===== src/rtl/sc_level_advance_pulser.sv =====
// sc_level_advance_pulser: qualifies the frog sitting on the goal row for
// HOLD_CYCLES consecutive edges. It then emits one active-low level_up pulse
// and a one-cycle frog restart request. After that it stays locked out in
// COOLDOWN until the cooldown has elapsed and the frog has left the goal row.
module sc_level_advance_pulser #(
    parameter int ROW_DATAWIDTH   = 3,
    parameter int GOAL_ROW        = 7,
    parameter int HOLD_CYCLES     = 4,
    parameter int COOLDOWN_CYCLES = 16,
    parameter int CNT_DATAWIDTH   = 8
) (
    input  logic                     SC_COUNTER_LEVELS_CLOCK_50,
    input  logic                     SC_COUNTER_LEVELS_RESET_InHigh,
    input  logic [ROW_DATAWIDTH-1:0] frog_row_InBus,
    input  logic                     game_enable_InHigh,
    input  logic                     collision_InLow,
    output logic                     level_up_OutLow,
    output logic                     frog_restart_OutHigh,
    output logic                     busy_OutHigh
);

    typedef enum logic [2:0] {
        IDLE     = 3'd0,
        QUALIFY  = 3'd1,
        PULSE    = 3'd2,
        RESTART  = 3'd3,
        COOLDOWN = 3'd4
    } state_t;

    localparam logic [ROW_DATAWIDTH-1:0] GOAL_ROW_V = ROW_DATAWIDTH'(GOAL_ROW);
    localparam logic [CNT_DATAWIDTH-1:0] HOLD_LAST  = CNT_DATAWIDTH'(HOLD_CYCLES - 1);
    localparam logic [CNT_DATAWIDTH-1:0] CD_LAST    = CNT_DATAWIDTH'(COOLDOWN_CYCLES - 1);
    localparam logic [CNT_DATAWIDTH-1:0] CNT_ONE    = CNT_DATAWIDTH'(1);
    localparam logic [CNT_DATAWIDTH-1:0] CNT_ZERO   = '0;

    state_t                   state_q, state_d;
    logic [CNT_DATAWIDTH-1:0] hold_cnt_q, hold_cnt_d;
    logic [CNT_DATAWIDTH-1:0] cd_cnt_q, cd_cnt_d;
    logic                     at_goal;
    logic                     qualify;

    assign at_goal = (frog_row_InBus == GOAL_ROW_V);
    assign qualify = game_enable_InHigh & collision_InLow & at_goal;

    // State and counter registers; reset takes effect immediately, even mid-pulse
    always_ff @(posedge SC_COUNTER_LEVELS_CLOCK_50 or posedge SC_COUNTER_LEVELS_RESET_InHigh) begin
        if (SC_COUNTER_LEVELS_RESET_InHigh) begin
            state_q    <= IDLE;
            hold_cnt_q <= CNT_ZERO;
            cd_cnt_q   <= CNT_ZERO;
        end else begin
            state_q    <= state_d;
            hold_cnt_q <= hold_cnt_d;
            cd_cnt_q   <= cd_cnt_d;
        end
    end

    // Next-state logic: qualify on goal row, pulse once, restart, then lock out
    always_comb begin
        state_d    = state_q;
        hold_cnt_d = hold_cnt_q;
        cd_cnt_d   = cd_cnt_q;
        case (state_q)
            IDLE: begin
                hold_cnt_d = CNT_ZERO;
                if (qualify) begin
                    if (HOLD_CYCLES == 1) begin
                        state_d = PULSE;
                    end else begin
                        state_d    = QUALIFY;
                        hold_cnt_d = CNT_ONE;
                    end
                end
            end
            QUALIFY: begin
                if (!qualify) begin
                    state_d    = IDLE;
                    hold_cnt_d = CNT_ZERO;
                end else if (hold_cnt_q == HOLD_LAST) begin
                    state_d    = PULSE;
                    hold_cnt_d = CNT_ZERO;
                end else begin
                    hold_cnt_d = hold_cnt_q + CNT_ONE;
                end
            end
            PULSE: begin
                state_d = RESTART;
            end
            RESTART: begin
                state_d  = COOLDOWN;
                cd_cnt_d = CNT_ZERO;
            end
            COOLDOWN: begin
                if ((cd_cnt_q == CD_LAST) && !at_goal) begin
                    state_d  = IDLE;
                    cd_cnt_d = CNT_ZERO;
                end else if (cd_cnt_q != CD_LAST) begin
                    cd_cnt_d = cd_cnt_q + CNT_ONE;
                end
            end
            default: begin
                state_d    = IDLE;
                hold_cnt_d = CNT_ZERO;
                cd_cnt_d   = CNT_ZERO;
            end
        endcase
    end

    // Moore outputs decoded purely from the state register
    always_comb begin
        level_up_OutLow      = 1'b1;
        frog_restart_OutHigh = 1'b0;
        busy_OutHigh         = 1'b1;
        case (state_q)
            IDLE:    busy_OutHigh         = 1'b0;
            PULSE:   level_up_OutLow      = 1'b0;
            RESTART: frog_restart_OutHigh = 1'b1;
            QUALIFY, COOLDOWN: busy_OutHigh = 1'b1;
            default: busy_OutHigh         = 1'b0;
        endcase
    end

endmodule


===== config.mk =====
export PLATFORM = sky130hd
export DESIGN_NAME = sc_level_advance_pulser
export DESIGN_NICKNAME = d
export VERILOG_FILES = /design/src/rtl/sc_level_advance_pulser.sv
export SDC_FILE = /design/constraint.sdc
export NUM_CORES = 1
export LEC_CHECK = 0
export BUFFER_PORTS_ARGS = -buffer_cell sky130_fd_sc_hd__buf_2
export CAP_MARGIN = 20
export CORE_MARGIN = 2
export CORE_UTILIZATION = 30
export CTS_CLUSTER_DIAMETER = 80
export DETAILED_ROUTE_END_ITERATION = 12
export PLACE_DENSITY_LB_ADDON = 0.25
export SYNTH_ARGS = -nofsm -noshare
export SYNTH_HDL_FRONTEND = slang
export SYNTH_SLANG_ARGS = --single-unit

===== constraint.sdc =====
create_clock -name SC_COUNTER_LEVELS_CLOCK_50 -period 4.6 [get_ports SC_COUNTER_LEVELS_CLOCK_50]
set_clock_uncertainty 0.05 [all_clocks]
set_input_delay 0.92 -clock SC_COUNTER_LEVELS_CLOCK_50 [delete_from_list [all_inputs] [get_ports SC_COUNTER_LEVELS_CLOCK_50]]
set_output_delay 0.92 -clock SC_COUNTER_LEVELS_CLOCK_50 [all_outputs]
set_load 0.05 [all_outputs]

==> key figures, run 1 <==
Logic synthesis
  • Number of storage elements in the synthesis netlist: 19
  • Number of synthesis warnings: 0
  • Per-instance average area after synthesis: 9.10 um^2
  • Sequential cell area fraction in the yosys report: 42.8%
  • Area of the mapped netlist: 1110 um^2
  • Most frequently used flop master after synthesis: sky130_fd_sc_hd__dfrtp_1
  • Proportion of synthesized flip-flops having asynchronous set or reset: 100%
  • Cell count after synthesis: 122
  • Distinct cell type count of the synthesized netlist: 37
  • Number of flops mapped to enable cells by yosys: 0
  • Net count after synthesis: 131

Setup path
  • Critical path start-end classification: reg2out
  • Critical path endpoint category: primary output
  • List of cells traversed by the critical path: nor2_1, xnor2_1, buf_2
  • Slowest cell on the critical path: sky130_fd_sc_hd__dfrtp_1
  • CP startpoint kind: flip-flop
  • Critical Path Max Stage Delay: 510 ps
  • Maximum fanout encountered on the critical timing path: 11
  • Worst endpoint data arrival time: 1560 ps
  • Required arrival time at the worst endpoint: 3630 ps

GRT
  • Global-route usage over all layers: 13.2%
  • Largest net degree at the start of global routing: 20
  • Number of antenna violations at the first check in global routing: 0
  • Vias in the first global route: 953
  • Wire length of the first global-routing pass: 4.33 mm
  • Total congestion overflow after global routing: 0

Job
  • Max cap viols: 0

Layout
  • Final net count: 143
  • Fill count: 363
  • Relative area change from synthesis to final layout: 12.2%
  • Core occupancy in the finished layout: 34.5%
  • Fraction of layout cells with a size suffix above 1: 16.5%
  • Total inserted antenna cells: 0

Floorplan
  • Initial cell density of the core: 30.8%
  • Row count: 22
  • I/O pins: 10
  • Die outline width: 64.8 um
  • Overall die height: 64.8 um
  • Die area: 4200 um^2
  • Core region area: 3610 um^2

Route
  • First drt pass iteration count: 4
  • Remaining design rule violation count: 0
  • Number of routed nets with antenna violations: 0
  • Final routed wire length divided by cell count: 13.6 um
  • Via density: 5.25
  • Drt total wl: 2.47 mm
  • DRC violation total after the first TritonRoute iteration: 170
  • Via count: 951

Clock tree
  • Clock tree from TritonCTS: built
  • Buffer type at the clock tree root: sky130_fd_sc_hd__clkbuf_8
  • Clock slew at reported path FFs: 80 ps
  • H-tree depth: 1
  • Number of buffers added for setup after CTS: 0
  • Skew-Pair Late Insertion Delay: 260 ps
  • Hold-fix buffer count after cts: 0
  • Total clock buffers created by CTS: 3
  • Longest Clk Path Bufs: 2
  • Post-CTS Resized: 0
  • Number of sinks on the clock net: 19

STA
  • Final critical-path required period: 2530 ps
  • Achievable clock frequency: 0.396 GHz
  • TNS Setup: 0 ps
  • Relative slew slack: 51.5%
  • Slew Viols, Final: 0
  • Final cycle utilization of the critical path: 54.9%
  • Final number of hold-violating endpoints: 0
  • RSZ-0062 raised after global routing: false
  • Final setup violating endpoints: 0
  • Transition time of the tightest slew-check pin: 726 ps

Place
  • Hpwl dp: 1.83 mm
  • Count of input and output buffers: 9
  • Routability congestion estimate: 0.846

Pwr
  • Reported leakage power: 0.492 nW
  • Peak supply drop: 0.000138 V
  • Power per cell area: 381 nW/um^2

Outcome
  • Status: completed

Hold path
  • Hold Path Class: reg2reg
[sequential cells by signal, indices dropped and copies added (netlist names)]
| name | flops |
|---|---|
| hold_cnt_q | 8 |
| state_q | 3 |
| cd_cnt_q | 8 |
[critical path: cells and delay by family (launching register included)]
kind                   cells  cell delay (ps)
flip-flops                 1              510
buffers and inverters      1              280
XOR/XNOR                   1              160
AND/OR/NAND/NOR            1              330
[Yosys cell counts (all sizes together), types with 3 or more instances]
cell	n	share of area (%)
nor3	6	2.7
o22ai	3	1.7
a21oi	4	1.8
nand4b	3	2.4
dfrtp	19	43
nor2	9	3.0
o21ai	8	3.6
nand2	19	7.1
xnor2	5	3.9
inv	4	1.4
nand3	11	5.0
[kinds of logic (layout without fill, tap and decap cells)]
kind of cell	Yosys count	after routing	share of synthesized area, %
flip-flops	19	19	42.8
AND/OR/NAND/NOR	60	60	28.7
adder cells (fa/ha/maj)	2	2	2.25
multiplexers	1	1	0.902
XOR/XNOR	5	5	3.95
buffers and inverters	6	17	2.82
AO/OA/AOI/OAI	29	29	18.5
[report_power, final]
part	switching [mW]	internal, mW
Clock	0.0597	0.0603
Combinational	0.0928	0.0472
Sequential	0.0290	0.185
[cell type report]
| class | count | area (um^2) | area share, % |
|---|---|---|---|
| Sequential cell | 19 | 475 | 38.2 |
| Inverter | 4 | 15.0 | 1.21 |
| Timing Repair Buffer | 9 | 45.0 | 3.62 |
| Tap cell | 48 | 60.1 | 4.82 |
| Clock buffer | 3 | 41.3 | 3.32 |
| Clock inverter | 1 | 5.00 | 0.402 |
| Multi-Input combinational cell | 97 | 603 | 48.4 |
[final timing paths]
kind | to | cells past startpoint | start | slack [ps]
setup / recovery | busy_OutHigh | 3 | state_q[1]$_DFFE_PP0P_ | 2070
hold / removal | cd_cnt_q[0]$_DFFE_PP0P_ | 1 | cd_cnt_q[0]$_DFFE_PP0P_ | 480
setup reg to reg | hold_cnt_q[6]$_DFFE_PP0N_ | 5 | hold_cnt_q[0]$_DFFE_PP0N_ | 2590
hold reg to reg | cd_cnt_q[0]$_DFFE_PP0P_ | 1 | cd_cnt_q[0]$_DFFE_PP0P_ | 480
max in group asynchronous | cd_cnt_q[7]$_DFFE_PP0P_ | 2 | SC_COUNTER_LEVELS_RESET_InHigh | 3320
min in group asynchronous | state_q[0]$_DFFE_PP0P_ | 2 | SC_COUNTER_LEVELS_RESET_InHigh | 720
[cell usage in the layout (no fill, tap or decap), types with 2 or more instances in the layout]
cell / synthesis / layout
sky130_fd_sc_hd__o31ai_1: 2 / 2
sky130_fd_sc_hd__o21ai_0: 8 / 8
sky130_fd_sc_hd__o22ai_1: 3 / 3
sky130_fd_sc_hd__nor3_1: 6 / 6
sky130_fd_sc_hd__nand3_1: 11 / 11
sky130_fd_sc_hd__inv_1: 3 / 3
sky130_fd_sc_hd__a31oi_1: 2 / 2
sky130_fd_sc_hd__ha_1: 2 / 2
sky130_fd_sc_hd__o211ai_1: 2 / 2
sky130_fd_sc_hd__a21oi_1: 4 / 4
sky130_fd_sc_hd__xnor2_1: 5 / 5
sky130_fd_sc_hd__nor2b_1: 2 / 2
sky130_fd_sc_hd__nand2_1: 18 / 18
sky130_fd_sc_hd__nand4b_1: 3 / 3
sky130_fd_sc_hd__o41ai_2: 2 / 2
sky130_fd_sc_hd__nor2_1: 9 / 9
sky130_fd_sc_hd__clkbuf_8: 0 / 3
sky130_fd_sc_hd__dfrtp_1: 19 / 19
sky130_fd_sc_hd__buf_2: 1 / 9
sky130_fd_sc_hd__or2_2: 2 / 2
[stage by stage]
step                hold WS (ps)  instance area, um^2  power (mW)  setup WS, ps  std cells
CTS                          480                 1240       0.480          2070        181
finish                       476                 1240       0.475          2070        181
detailed placement           465                 1200       0.357          2170        177
global route                 506                 1240       0.508          1960        181
floorplan                    434                 1110       0.324          2260        122
global placement             458                 1200       0.354          2230        177
[routing by layer]
metal / routed length [um] / track usage [%] / vias up / part of all wire (%)
li1: - / - / 473 / -
met1: 1150 / 16.3 / 457 / 47
met2: 1200 / 21.9 / 17 / 49
met3: 87 / 4.34 / 4 / 3.5
met4: 30 / 3.99 / 0 / 1.2
met5: 0 / 0 / - / 0
No activity file was read; power rests on OpenSTA's default activity.
==> run 2, diff against run 1 <==
clock period = 2.4 ns   (was 4.6 ns; I/O delays follow)
==> key figures, run 2 (synthesis results as in run 1) <==
Outcome
  • Status: completed

Floorplan
  • I/O pins: 10
  • Overall die height: 64.8 um
  • Die area: 4200 um^2
  • Core region area: 3610 um^2
  • Initial cell density of the core: 30.8%
  • Die outline width: 64.8 um
  • Row count: 22

STA
  • Final cycle utilization of the critical path: 86.8%
  • Transition time of the tightest slew-check pin: 750 ps
  • Slew Viols, Final: 0
  • Final number of hold-violating endpoints: 0
  • Final worst setup slack: 316 ps
  • Hold Slack: 301 ps
  • TNS Setup: 0 ps
  • Final critical-path required period: 2080 ps
  • RSZ-0062 raised after global routing: false
  • Final setup violating endpoints: 0
  • Achievable clock frequency: 0.480 GHz
  • Relative slew slack: 50.0%

Layout
  • Fill count: 376
  • Commonest non-fill, non-tap cells in the layout: 19 x sky130_fd_sc_hd__dfrtp_1, 18 x sky130_fd_sc_hd__nand2_1, 11 x sky130_fd_sc_hd__nand3_1
  • Commonest non-fill, non-tap cell in the layout: sky130_fd_sc_hd__dfrtp_1
  • Total area of sequential cells: 475 um^2
  • Top Registers: cd_cnt_q (8), hold_cnt_q (8), state_q (3)
  • Post-route cell area: 1260 um^2
  • Area of the multi-input gates: 603 um^2
  • Final net count: 145
  • Relative area change from synthesis to final layout: 13.4%
  • Fin cells: 183
  • Fraction of layout cells with a size suffix above 1: 17.0%
  • Core occupancy in the finished layout: 34.9%
  • Total inserted antenna cells: 0

Clock tree
  • Clock slew at reported path FFs: 70 ps
  • Longest Clk Path Bufs: 2
  • Skew-Pair Late Insertion Delay: 250 ps
  • Post-CTS Resized: 0
  • Number of sinks on the clock net: 19
  • Hold-fix buffer count after cts: 0
  • Clock tree from TritonCTS: built
  • Total clock buffers created by CTS: 3
  • Number of buffers added for setup after CTS: 0
  • H-tree depth: 1
  • Buffer type at the clock tree root: sky130_fd_sc_hd__clkbuf_8

Pwr
  • Power per cell area: 727 nW/um^2
  • Peak supply drop: 0.000390 V
  • Total power of the final layout: 0.915 mW
  • Reported leakage power: 0.499 nW

Place
  • Routability congestion estimate: 0.905
  • Placed cells: 179
  • Post-DP Area: 1210 um^2
  • Hpwl dp: 1.92 mm
  • Count of input and output buffers: 9
  • Post-Place Setup Slack: 531 ps

Route
  • DRC violation total after the first TritonRoute iteration: 61
  • Via count: 980
  • Remaining design rule violation count: 0
  • Highest metal layer with signal wires: met4
  • Final routed wire length divided by cell count: 14.0 um
  • First drt pass iteration count: 4
  • Metal2 WL: 1.28 mm
  • Met3 wire len: 70 um
  • Metal1 wirelength: 1.16 mm
  • Via density: 5.36
  • Drt total wl: 2.56 mm
  • Number of routed nets with antenna violations: 0

GRT
  • Wire length of the first global-routing pass: 4.24 mm
  • Vias in the first global route: 921
  • Number of antenna violations at the first check in global routing: 0
  • Total congestion overflow after global routing: 0
  • Largest net degree at the start of global routing: 20
  • Global-route usage over all layers: 13.0%

Job
  • Max cap viols: 0

Setup path
  • Worst endpoint data arrival time: 1550 ps
  • Critical path endpoint category: primary output
  • R2R cell count: 4
  • Required arrival time at the worst endpoint: 1870 ps
  • Maximum fanout encountered on the critical timing path: 11
  • CP startpoint kind: flip-flop
  • Critical path start-end classification: reg2out

Hold path
  • Hold Path Class: in2async
## run 2: changes by cell type in the layout (fill, tap and decap cells not counted)
cell                       before  now
sky130_fd_sc_hd__clkbuf_1       0    1
sky130_fd_sc_hd__clkinv_2       1    0
sky130_fd_sc_hd__buf_4          0    2
## run 2: final cells by class
cell class              instances  share of cell area [%]
flip-flops and latches         19                    37.8
multi-input cells              97                    47.9
inverters                       4                    1.19
well taps                      48                    4.77
clock buffers                   4                    3.58
repair buffers                 11                    4.77
## run 2: metal layers
layer	up-vias	track usage (%)
met2	18	23.3
li1	475	-
met3	4	2.08
met1	483	16.1
met5	-	0
met4	0	3.46
## run 2: final timing paths
kind	start	endpoint	slack, ps
worst max-delay path	state_q[1]$_DFFE_PP0P_	busy_OutHigh	320
worst min-delay path	SC_COUNTER_LEVELS_RESET_InHigh	hold_cnt_q[4]$_DFFE_PP0N_	300
worst max register to register	state_q[1]$_DFFE_PP0P_	cd_cnt_q[2]$_DFFE_PP0P_	590
worst min register to register	cd_cnt_q[0]$_DFFE_PP0P_	cd_cnt_q[0]$_DFFE_PP0P_	490
max in group asynchronous	SC_COUNTER_LEVELS_RESET_InHigh	cd_cnt_q[0]$_DFFE_PP0P_	1530
min in group SC_COUNTER_LEVELS_CLOCK_50	cd_cnt_q[0]$_DFFE_PP0P_	cd_cnt_q[0]$_DFFE_PP0P_	490
## run 2: worst max-delay path: stages, from the launching register on
cell and delay (ps):
sky130_fd_sc_hd__dfrtp_1 530, sky130_fd_sc_hd__nor2_1 330, sky130_fd_sc_hd__xnor2_1 160, sky130_fd_sc_hd__buf_2 280
## run 2: power by group
| part | internal [mW] | switching [mW] | total (mW) |
|---|---|---|---|
| clock network | 0.118 | 0.106 | 0.224 |
| registers | 0.356 | 0.0545 | 0.410 |
| logic | 0.0990 | 0.182 | 0.281 |
==> run 3, diff against run 2 <==
--- a/config.mk
+++ b/config.mk
@@ -12,2 +12,3 @@
 export CTS_CLUSTER_DIAMETER = 80
+export CTS_CLUSTER_SIZE = 40
 export DETAILED_ROUTE_END_ITERATION = 12
--- a/constraint.sdc
+++ b/constraint.sdc
@@ -4,2 +4,2 @@
 set_output_delay 0.48 -clock SC_COUNTER_LEVELS_CLOCK_50 [all_outputs]
-set_load 0.05 [all_outputs]
+set_load 0.01 [all_outputs]
==> key figures, run 3 (synthesis results as in run 1) <==
Route
  • DRC violation total after the first TritonRoute iteration: 102
  • Remaining design rule violation count: 0
  • Via density: 5.43
  • Drt total wl: 2.57 mm
  • First drt pass iteration count: 4
  • Number of routed nets with antenna violations: 0
  • Via count: 994
  • Final routed wire length divided by cell count: 14.0 um

Pwr
  • Power per cell area: 709 nW/um^2
  • Peak supply drop: 0.000342 V
  • Reported leakage power: 0.499 nW

STA
  • Final worst setup slack: 432 ps
  • Final critical-path required period: 1970 ps
  • Final setup violating endpoints: 0
  • Achievable clock frequency: 0.508 GHz
  • Relative slew slack: 48.9%
  • RSZ-0062 raised after global routing: false
  • Final number of hold-violating endpoints: 0
  • Transition time of the tightest slew-check pin: 766 ps
  • TNS Setup: 0 ps
  • Final cycle utilization of the critical path: 82.0%
  • Slew Viols, Final: 0

Job
  • Max cap viols: 0

Place
  • Placed cells: 179
  • Post-DP Area: 1210 um^2
  • Post-Place Setup Slack: 520 ps
  • Count of input and output buffers: 9
  • Routability congestion estimate: 0.888
  • Hpwl dp: 1.90 mm

Layout
  • Fin cells: 183
  • Total inserted antenna cells: 0
  • Total area of sequential cells: 475 um^2
  • Fill count: 373
  • Top Registers: cd_cnt_q (8), hold_cnt_q (8), state_q (3)
  • Final net count: 145
  • Relative area change from synthesis to final layout: 13.4%
  • Core occupancy in the finished layout: 34.9%
  • Post-route cell area: 1260 um^2
  • Commonest non-fill, non-tap cell in the layout: sky130_fd_sc_hd__dfrtp_1
  • Commonest non-fill, non-tap cells in the layout: 19 x sky130_fd_sc_hd__dfrtp_1, 18 x sky130_fd_sc_hd__nand2_1, 11 x sky130_fd_sc_hd__nand3_1
  • Area of the multi-input gates: 603 um^2
  • Fraction of layout cells with a size suffix above 1: 17.0%

Floorplan
  • I/O pins: 10
  • Die outline width: 64.8 um
  • Core region area: 3610 um^2
  • Row count: 22
  • Overall die height: 64.8 um
  • Die area: 4200 um^2
  • Initial cell density of the core: 30.8%

Clock tree
  • Post-CTS Resized: 0
  • Total clock buffers created by CTS: 3
  • Buffer type at the clock tree root: sky130_fd_sc_hd__clkbuf_8
  • Longest Clk Path Bufs: 2
  • Clock tree from TritonCTS: built
  • Clock slew at reported path FFs: 70 ps
  • Number of buffers added for setup after CTS: 0
  • Hold-fix buffer count after cts: 0
  • Number of sinks on the clock net: 19
  • H-tree depth: 1
  • Skew-Pair Late Insertion Delay: 260 ps

Setup path
  • Critical path start-end classification: reg2out
  • Critical Path Max Stage Delay: 520 ps
  • CP startpoint kind: flip-flop
  • Critical path endpoint category: primary output
  • Maximum fanout encountered on the critical timing path: 11
  • List of cells traversed by the critical path: nor2_1, xnor2_1, buf_2
  • Required arrival time at the worst endpoint: 1870 ps
  • Slowest cell on the critical path: sky130_fd_sc_hd__dfrtp_1
  • Worst endpoint data arrival time: 1440 ps

GRT
  • Wire length of the first global-routing pass: 4.33 mm
  • Largest net degree at the start of global routing: 20
  • Number of antenna violations at the first check in global routing: 0
  • Total congestion overflow after global routing: 0
  • Vias in the first global route: 988
  • Global-route usage over all layers: 13.3%

Hold path
  • Hold Path Class: in2async

Outcome
  • Status: completed
==> run 3: cell counts in the layout (fill, tap and decap cells not counted) <==
Identical to the previous run, type by type.
==> run 3: worst paths after layout <==
kind                                                               from                   endpoint  slack (ps)  depth (start not counted)
setup / recovery                                 state_q[1]$_DFFE_PP0P_               busy_OutHigh         430                          3
hold / removal                           SC_COUNTER_LEVELS_RESET_InHigh    cd_cnt_q[0]$_DFFE_PP0P_         300                          2
setup reg to reg                                 state_q[1]$_DFFE_PP0P_    cd_cnt_q[2]$_DFFE_PP0P_         590                          4
hold reg to reg                                 cd_cnt_q[1]$_DFFE_PP0P_    cd_cnt_q[1]$_DFFE_PP0P_         480                          1
max in group asynchronous                SC_COUNTER_LEVELS_RESET_InHigh  hold_cnt_q[5]$_DFFE_PP0N_        1520                          2
min in group SC_COUNTER_LEVELS_CLOCK_50         cd_cnt_q[1]$_DFFE_PP0P_    cd_cnt_q[1]$_DFFE_PP0P_         480                          1
==> run 3: critical path: cells and delay by family (launching register included) <==
family / cells / cell delay, ps
buffers and inverters: 1 / 150
xor gates and xnor gates: 1 / 160
DFF: 1 / 520
and+or+nand+nor: 1 / 350
==> run 3: final cells by class <==
class	count	area share (%)
multi-input combinational	97	47.9
sequential	19	37.8
timing repair buffer	11	4.77
tap	48	4.77
clock buffer	4	3.58
inverter	4	1.19
==> run 3: layer usage <==
layer / up-vias / part of all wire, % / wire length [um] / GRT usage (%)
met1: 473 / 44 / 1130 / 16.1
met4: 0 / 2.4 / 62 / 6.91
met3: 9 / 4.7 / 122 / 1.74
li1: 476 / - / - / -
met5: - / 0 / 0 / 0
met2: 36 / 49 / 1250 / 22.9
==> run 3: per-stage QoR <==
step | hold slack [ps] | total power, mW
floorplan | 381 | 0.594
global placement | 458 | 0.662
detailed placement | 462 | 0.668
CTS | 327 | 0.897
global route | 358 | 0.947
finish | 297 | 0.892
==> run 3: report_power, final <==
part | switching, mW | internal [mW]
clock | 0.108 | 0.118
sequential | 0.0553 | 0.356
combinational | 0.156 | 0.0982
